$ cat config.mk
export PLATFORM = sky130hd
export DESIGN_NAME = pe_feeder
export DESIGN_NICKNAME = d
export VERILOG_FILES = /design/src/rtl/pe_pkg.sv /design/src/rtl/pe_feed_buf.sv /design/src/rtl/pe_feeder.sv
export SDC_FILE = /design/constraint.sdc
export NUM_CORES = 1
export LEC_CHECK = 0
export CELL_PAD_IN_SITES_DETAIL_PLACEMENT = 0
export CELL_PAD_IN_SITES_GLOBAL_PLACEMENT = 2
export CORE_ASPECT_RATIO = 0.6
export CORE_MARGIN = 1.5
export CORE_UTILIZATION = 30
export CTS_CLUSTER_DIAMETER = 60
export CTS_CLUSTER_SIZE = 14
export DETAILED_ROUTE_END_ITERATION = 10
export GPL_TIMING_DRIVEN = 0
export PLACE_DENSITY_LB_ADDON = 0.1
export SETUP_SLACK_MARGIN = 0.3
export SLEW_MARGIN = 20
export SYNTH_ARGS = -nofsm -noshare
export SYNTH_HDL_FRONTEND = slang
export SYNTH_SLANG_ARGS = --single-unit
$ cat constraint.sdc
create_clock -name clk -period 10.8 [get_ports clk]
set_input_delay 2.16 -clock clk [delete_from_list [all_inputs] [get_ports clk]]
set_output_delay 2.16 -clock clk [all_outputs]
set_load 0.05 [all_outputs]
$ cat src/rtl/pe_pkg.sv
// Shared constants, FSM state type and helpers for the PE operand feeder.
package pe_pkg;

    localparam int DATA_W        = 16;
    localparam int DEPTH         = 16;
    localparam int ADDR_W        = $clog2(DEPTH);
    localparam int CNT_W         = 8;
    localparam int DRAIN_TIMEOUT = 255;

    typedef enum logic [2:0] {
        IDLE,
        START,
        FEED,
        DRAIN,
        DONE
    } state_t;

    // A job can never stream more pairs than the buffer holds.
    function automatic logic [CNT_W-1:0] clamp_len(input logic [CNT_W-1:0] len);
        return (len > CNT_W'(DEPTH)) ? CNT_W'(DEPTH) : len;
    endfunction

endpackage

$ cat src/rtl/pe_feed_buf.sv
// 16 x 32-bit operand store: one synchronous write port, one combinational
// read port. Contents are deliberately not reset.
module pe_feed_buf
    import pe_pkg::*;
(
    input  logic              clk,
    input  logic              wr_en,
    input  logic [ADDR_W-1:0] wr_addr,
    input  logic [DATA_W-1:0] wr_a,
    input  logic [DATA_W-1:0] wr_b,
    input  logic [ADDR_W-1:0] rd_addr,
    output logic [DATA_W-1:0] rd_a,
    output logic [DATA_W-1:0] rd_b
);

    logic [2*DATA_W-1:0] mem [DEPTH];

    // Store the A/B pair as one word so both halves always move together.
    always_ff @(posedge clk) begin
        if (wr_en) begin
            mem[wr_addr] <= {wr_a, wr_b};
        end
    end

    assign {rd_a, rd_b} = mem[rd_addr];

endmodule

$ cat src/rtl/pe_feeder.sv
// Streams buffered A/B operand pairs into a PE, waits for its result with a
// drain timeout, and reports the outcome with a one-cycle done pulse.
module pe_feeder
    import pe_pkg::*;
(
    input  logic                     clk,
    input  logic                     rst_n,
    input  logic                     wr_en,
    input  logic [ADDR_W-1:0]        wr_addr,
    input  logic signed [DATA_W-1:0] wr_a,
    input  logic signed [DATA_W-1:0] wr_b,
    input  logic [CNT_W-1:0]         cfg_len,
    input  logic                     go,
    output logic                     busy,
    output logic                     done,
    output logic signed [DATA_W-1:0] result,
    output logic                     result_sat,
    output logic                     result_err,
    output logic                     pe_start,
    output logic                     pe_awe,
    output logic                     pe_bwe,
    output logic signed [DATA_W-1:0] pe_a,
    output logic signed [DATA_W-1:0] pe_b,
    output logic [CNT_W-1:0]         pe_max_cntr,
    input  logic                     pe_aff,
    input  logic                     pe_bff,
    input  logic                     pe_fout,
    input  logic signed [DATA_W-1:0] pe_s,
    input  logic                     pe_sat
);

    state_t                     state_reg, state_next;
    logic [CNT_W-1:0]           len_reg, len_next;
    logic [ADDR_W:0]            k_reg, k_next;       // one extra bit so k can reach DEPTH
    logic [CNT_W-1:0]           tmo_reg, tmo_next;
    logic signed [DATA_W-1:0]   result_reg, result_next;
    logic                       sat_reg, sat_next;
    logic                       err_reg, err_next;
    logic                       feed_wr;
    logic [DATA_W-1:0]          buf_a, buf_b;

    // The buffer is frozen for the whole job; only IDLE accepts host writes.
    pe_feed_buf u_buf (
        .clk     (clk),
        .wr_en   (wr_en && (state_reg == IDLE)),
        .wr_addr (wr_addr),
        .wr_a    (wr_a),
        .wr_b    (wr_b),
        .rd_addr (k_reg[ADDR_W-1:0]),
        .rd_a    (buf_a),
        .rd_b    (buf_b)
    );

    // Next-state, datapath updates and PE/handshake outputs.
    always_comb begin
        state_next  = state_reg;
        len_next    = len_reg;
        k_next      = k_reg;
        tmo_next    = tmo_reg;
        result_next = result_reg;
        sat_next    = sat_reg;
        err_next    = err_reg;
        pe_start    = 1'b0;
        feed_wr     = 1'b0;
        busy        = 1'b0;
        done        = 1'b0;
        case (state_reg)
            IDLE: begin
                if (go) begin
                    k_next = '0;
                    if (cfg_len == '0) begin
                        // Empty job: skip the PE entirely and report a zero result.
                        len_next    = '0;
                        result_next = '0;
                        sat_next    = 1'b0;
                        err_next    = 1'b0;
                        state_next  = DONE;
                    end else begin
                        len_next   = clamp_len(cfg_len);
                        state_next = START;
                    end
                end
            end
            START: begin
                busy       = 1'b1;
                pe_start   = 1'b1;
                k_next     = '0;
                state_next = FEED;
            end
            FEED: begin
                busy     = 1'b1;
                tmo_next = '0;
                // Either FIFO full stalls both, keeping A and B in lockstep.
                if (!pe_aff && !pe_bff) begin
                    feed_wr = 1'b1;
                    k_next  = k_reg + 1'b1;
                    if (CNT_W'(k_next) == len_reg) begin
                        state_next = DRAIN;
                    end
                end
            end
            DRAIN: begin
                busy     = 1'b1;
                tmo_next = tmo_reg + 1'b1;
                if (pe_fout) begin
                    result_next = pe_s;
                    sat_next    = pe_sat;
                    err_next    = 1'b0;
                    state_next  = DONE;
                end else if (tmo_reg == CNT_W'(DRAIN_TIMEOUT - 1)) begin
                    // PE never answered: flag it, keep the previous result.
                    err_next   = 1'b1;
                    state_next = DONE;
                end
            end
            DONE: begin
                done       = 1'b1;
                tmo_next   = '0;
                state_next = IDLE;
            end
            default: begin
                state_next = IDLE;
            end
        endcase
    end

    // FSM state register.
    always_ff @(posedge clk or negedge rst_n) begin
        if (!rst_n) begin
            state_reg <= IDLE;
        end else begin
            state_reg <= state_next;
        end
    end

    // Job length, feed index, drain timer and captured result.
    always_ff @(posedge clk or negedge rst_n) begin
        if (!rst_n) begin
            len_reg    <= '0;
            k_reg      <= '0;
            tmo_reg    <= '0;
            result_reg <= '0;
            sat_reg    <= 1'b0;
            err_reg    <= 1'b0;
        end else begin
            len_reg    <= len_next;
            k_reg      <= k_next;
            tmo_reg    <= tmo_next;
            result_reg <= result_next;
            sat_reg    <= sat_next;
            err_reg    <= err_next;
        end
    end

    assign pe_awe      = feed_wr;
    assign pe_bwe      = feed_wr;
    assign pe_a        = feed_wr ? buf_a : '0;
    assign pe_b        = feed_wr ? buf_b : '0;
    assign pe_max_cntr = len_reg;
    assign result      = result_reg;
    assign result_sat  = sat_reg;
    assign result_err  = err_reg;

endmodule

==> flow_metrics.env <==
export IMPL_hold_violations=0
export IMPL_synth_top_area_share_pct=71.8
export IMPL_cp_slowest_cell="clkdlybuf4s50_1"
export IMPL_ant_nets=0
export IMPL_arrival_ns=5.70
export IMPL_htree_levels=2
export IMPL_postCtsSetupBuffers=0
export IMPL_finalMaxSlewViolations=0
export IMPL_cp_buffers_inverters=3
export IMPL_setup_tns_ns=0
export IMPL_fp_dieW_um=348
export IMPL_port_buffers=130
export IMPL_p_per_area_nw_per_um2=210
export IMPL_antenna_found_initial=0
export IMPL_status="completed"
export IMPL_synth_edff_count=512
export IMPL_synth_most_common_cell="edfxtp_1"
export IMPL_async_flop_share_pct=7.58
export IMPL_ys_ff_latch=554
export IMPL_irDropWorstVdd_uv=117
export IMPL_yosys_warnings=0
export IMPL_end_kind="output pin"
export IMPL_max_clock_path_buffers=3
export IMPL_pre_cts_ws_ns=2.91
export IMPL_power_mw=5.49
export IMPL_synth_top_cells_by_area="edfxtp_1 72%, mux4_2 13%, dfrtp_1 4.9%"
export IMPL_largest_reg_flops=512
export IMPL_slew_limit_headroom_pct=29.7
export IMPL_cap_violations=0
export IMPL_crit_chain="clkdlybuf4s50_1 -> or3_4 -> nor2_2 -> nand2_1 -> clkbuf_1 -> o22ai_1 -> clkdlybuf4s50_1"
export IMPL_fin_crit_ns=7.86
export IMPL_die_area_um2=73000
export IMPL_seq_power_share_pct=44.9
export IMPL_avgSynthCellArea_um2=21.9
export IMPL_die_height_um=210
export IMPL_cts_made_buffers=48
export IMPL_min_path_type="reg -> reg"
export IMPL_remaining_drc_errors=0
export IMPL_grt_pass1_vias=11100
export IMPL_syn_nets=1050
export IMPL_cp_top_family="buffers and inverters"
export IMPL_cp_start_kind="input pin"
export IMPL_crit_top_cell="clkdlybuf4s50_1"
export IMPL_synthCells=979
export IMPL_crit_fanout=10
export IMPL_setup_worst_path_class="in -> out"
export IMPL_cts_resized=0
export IMPL_syn_to_final_growth_pct=22.3
export IMPL_syn_area_um2=21400
export IMPL_fp_coreArea_um2=70200
export IMPL_synthTopCellsByCount="512 x edfxtp_1, 128 x mux4_2, 64 x mux2i_1, 42 x dfrtp_1, 34 x o22ai_1"
export IMPL_n_antenna_cell=0
export IMPL_clock_sinks=554
export IMPL_skew_ns=0.0213
export IMPL_layout_nets=1279
export IMPL_intPower_mw=3.89
export IMPL_setup_viol=0
export IMPL_rows=75
export IMPL_clkPwrFrac_pct=30.2
export IMPL_swShare_pct=29.0
export IMPL_synth_cell_type_count=42
export IMPL_ctsHoldBuffers=0
export IMPL_setup_ws_ns=2.94
export IMPL_vias=10600
export IMPL_finalCritPeriodShare_pct=72.8
export IMPL_vias_per_cell=4.90
export IMPL_clkTransAtPathRegs_ns=0.07
export IMPL_yosys_area_top_type="edfxtp_1"
export IMPL_drt_initial_drc_count=947
export IMPL_cts_tree="built"
export IMPL_grt_total_usage_pct=16.3
export IMPL_initial_core_util_pct=30.5
export IMPL_switching_power_mw=1.59
export IMPL_slowest_delay_ns=0.91
export IMPL_synthFlopType="edfxtp_1"
export IMPL_grt_pass1_wl_um=84500
export IMPL_leakage_nw=8.10
export IMPL_hpwlAfterDp_um=38900
export IMPL_drt_wirelength_per_cell_um=27.2
export IMPL_first_pass_iters=5
export IMPL_drive_above_1_share_pct=24.0
export IMPL_clk_latency_ns=0.61
export IMPL_ios=131
export IMPL_seq_area_frac_synth_pct=76.7
export IMPL_grt_max_degree=23
export IMPL_routed_wl_um=58500
export IMPL_fillCellCount=6453
export IMPL_p_comb_share_pct=24.8
export IMPL_cts_root_buf="clkbuf_16"
export IMPL_gp_congestion=0.703
export IMPL_grt_remaining_overflow=0
export IMPL_critPathRequiredTime_ns=8.64
export IMPL_fmax_mhz=127
export IMPL_rsz0062_at_grt="false"
export IMPL_worst_pin_slew_ns=1.06
==> power by group through the flow <==
| stage | sequential, mW | clock (mW) | combinational, mW |
|---|---|---|---|
| floorplan | 2.62 | 0 | 0.804 |
| global placement | 2.52 | 0 | 1.36 |
| detailed placement | 2.51 | 0 | 1.39 |
| CTS | 2.47 | 1.72 | 1.39 |
| global route | 2.47 | 1.80 | 1.46 |
| finish | 2.47 | 1.66 | 1.36 |
==> cells in the final DEF, fill, tap and decap left out, types with 4 or more instances in the layout <==
cell               n
xnor2_1            7
or3_1              4
xor2_1             6
buf_16            17
buf_2             24
buf_12             6
nor2_4            13
nand4_1            4
and2_1             5
o22ai_1           34
nor3_2             4
clkbuf_1          22
o21ai_0            7
buf_1              6
nand2_1           14
mux2i_1           64
nand3_1            5
nand2b_1           6
edfxtp_1         512
buf_6              7
clkdlybuf4s50_1  129
clkbuf_16         49
nor2_1            13
buf_4             29
nor3_1             5
mux4_2           128
dfrtp_1           42
a22o_1            27
==> kinds of logic after synthesis <==
group,share of synthesized area [%]
muxes,16.5
DFF,76.7
buffers and inverters,1.35
xor gates and xnor gates,0.532
AOI/OAI and AO/OA,2.69
and+or+nand+nor,2.00
adders and majority gates,0.175
==> routing by layer <==
layer	vias to the layer above	wire (um)	GRT usage (%)
li1	4577	-	-
met1	5711	30200	25.9
met2	200	25200	23.2
met3	62	2230	2.68
met4	0	925	3.69
met5	-	0	0
==> final cells by class <==
cell class / count / area [um2] / share of cell area (%)
Timing Repair Buffer: 179 / 2110 / 8.06
Clock inverter: 7 / 111 / 0.425
Clock buffer: 62 / 1280 / 4.91
Buffer: 53 / 287 / 1.09
Multi-Input combinational cell: 370 / 4800 / 18.3
Tap cell: 924 / 1160 / 4.42
Sequential cell: 554 / 16400 / 62.7
Inverter: 2 / 7.51 / 0.0287
==> stage by stage <==
stage	instances	cell area, um2	hold WS [ns]	util, %
6_report	2151	26200	0.502	37.3
4_1_cts	2151	26200	0.506	37.3
5_1_grt	2151	26200	0.519	37.3
3_5_place_dp	2082	24800	0.484	35.3
2_1_floorplan	979	21400	0.505	-
3_3_place_gp	2033	23900	0.476	34.0
==> worst register-to-register path, stage by stage (launching register included) <==
cell and delay (ns):
dfrtp_1 0.38, clkbuf_1 0.28, nor3_4 0.40, nand2_1 0.13, or3_1 0.49, nor3_2 0.59
buf_6 0.24, buf_6 0.15, buf_4 0.19
==> path summary, 6_finish.rpt <==
kind	cells after the start	startpoint	slack, ns	endpoint
worst min register to register	1	result[3]	0.50	result[3]
max in group asynchronous	2	rst_n	8.70	result[13]
min in group asynchronous	1	rst_n	1.56	result[3]
worst max-delay path	7	pe_bff	2.94	pe_b[4]
worst min-delay path	1	result[3]	0.50	result[3]
worst max register to register	8	state_reg[2]	7.66	u_buf.mem[0][30]
(Power assumes the default switching activity.)
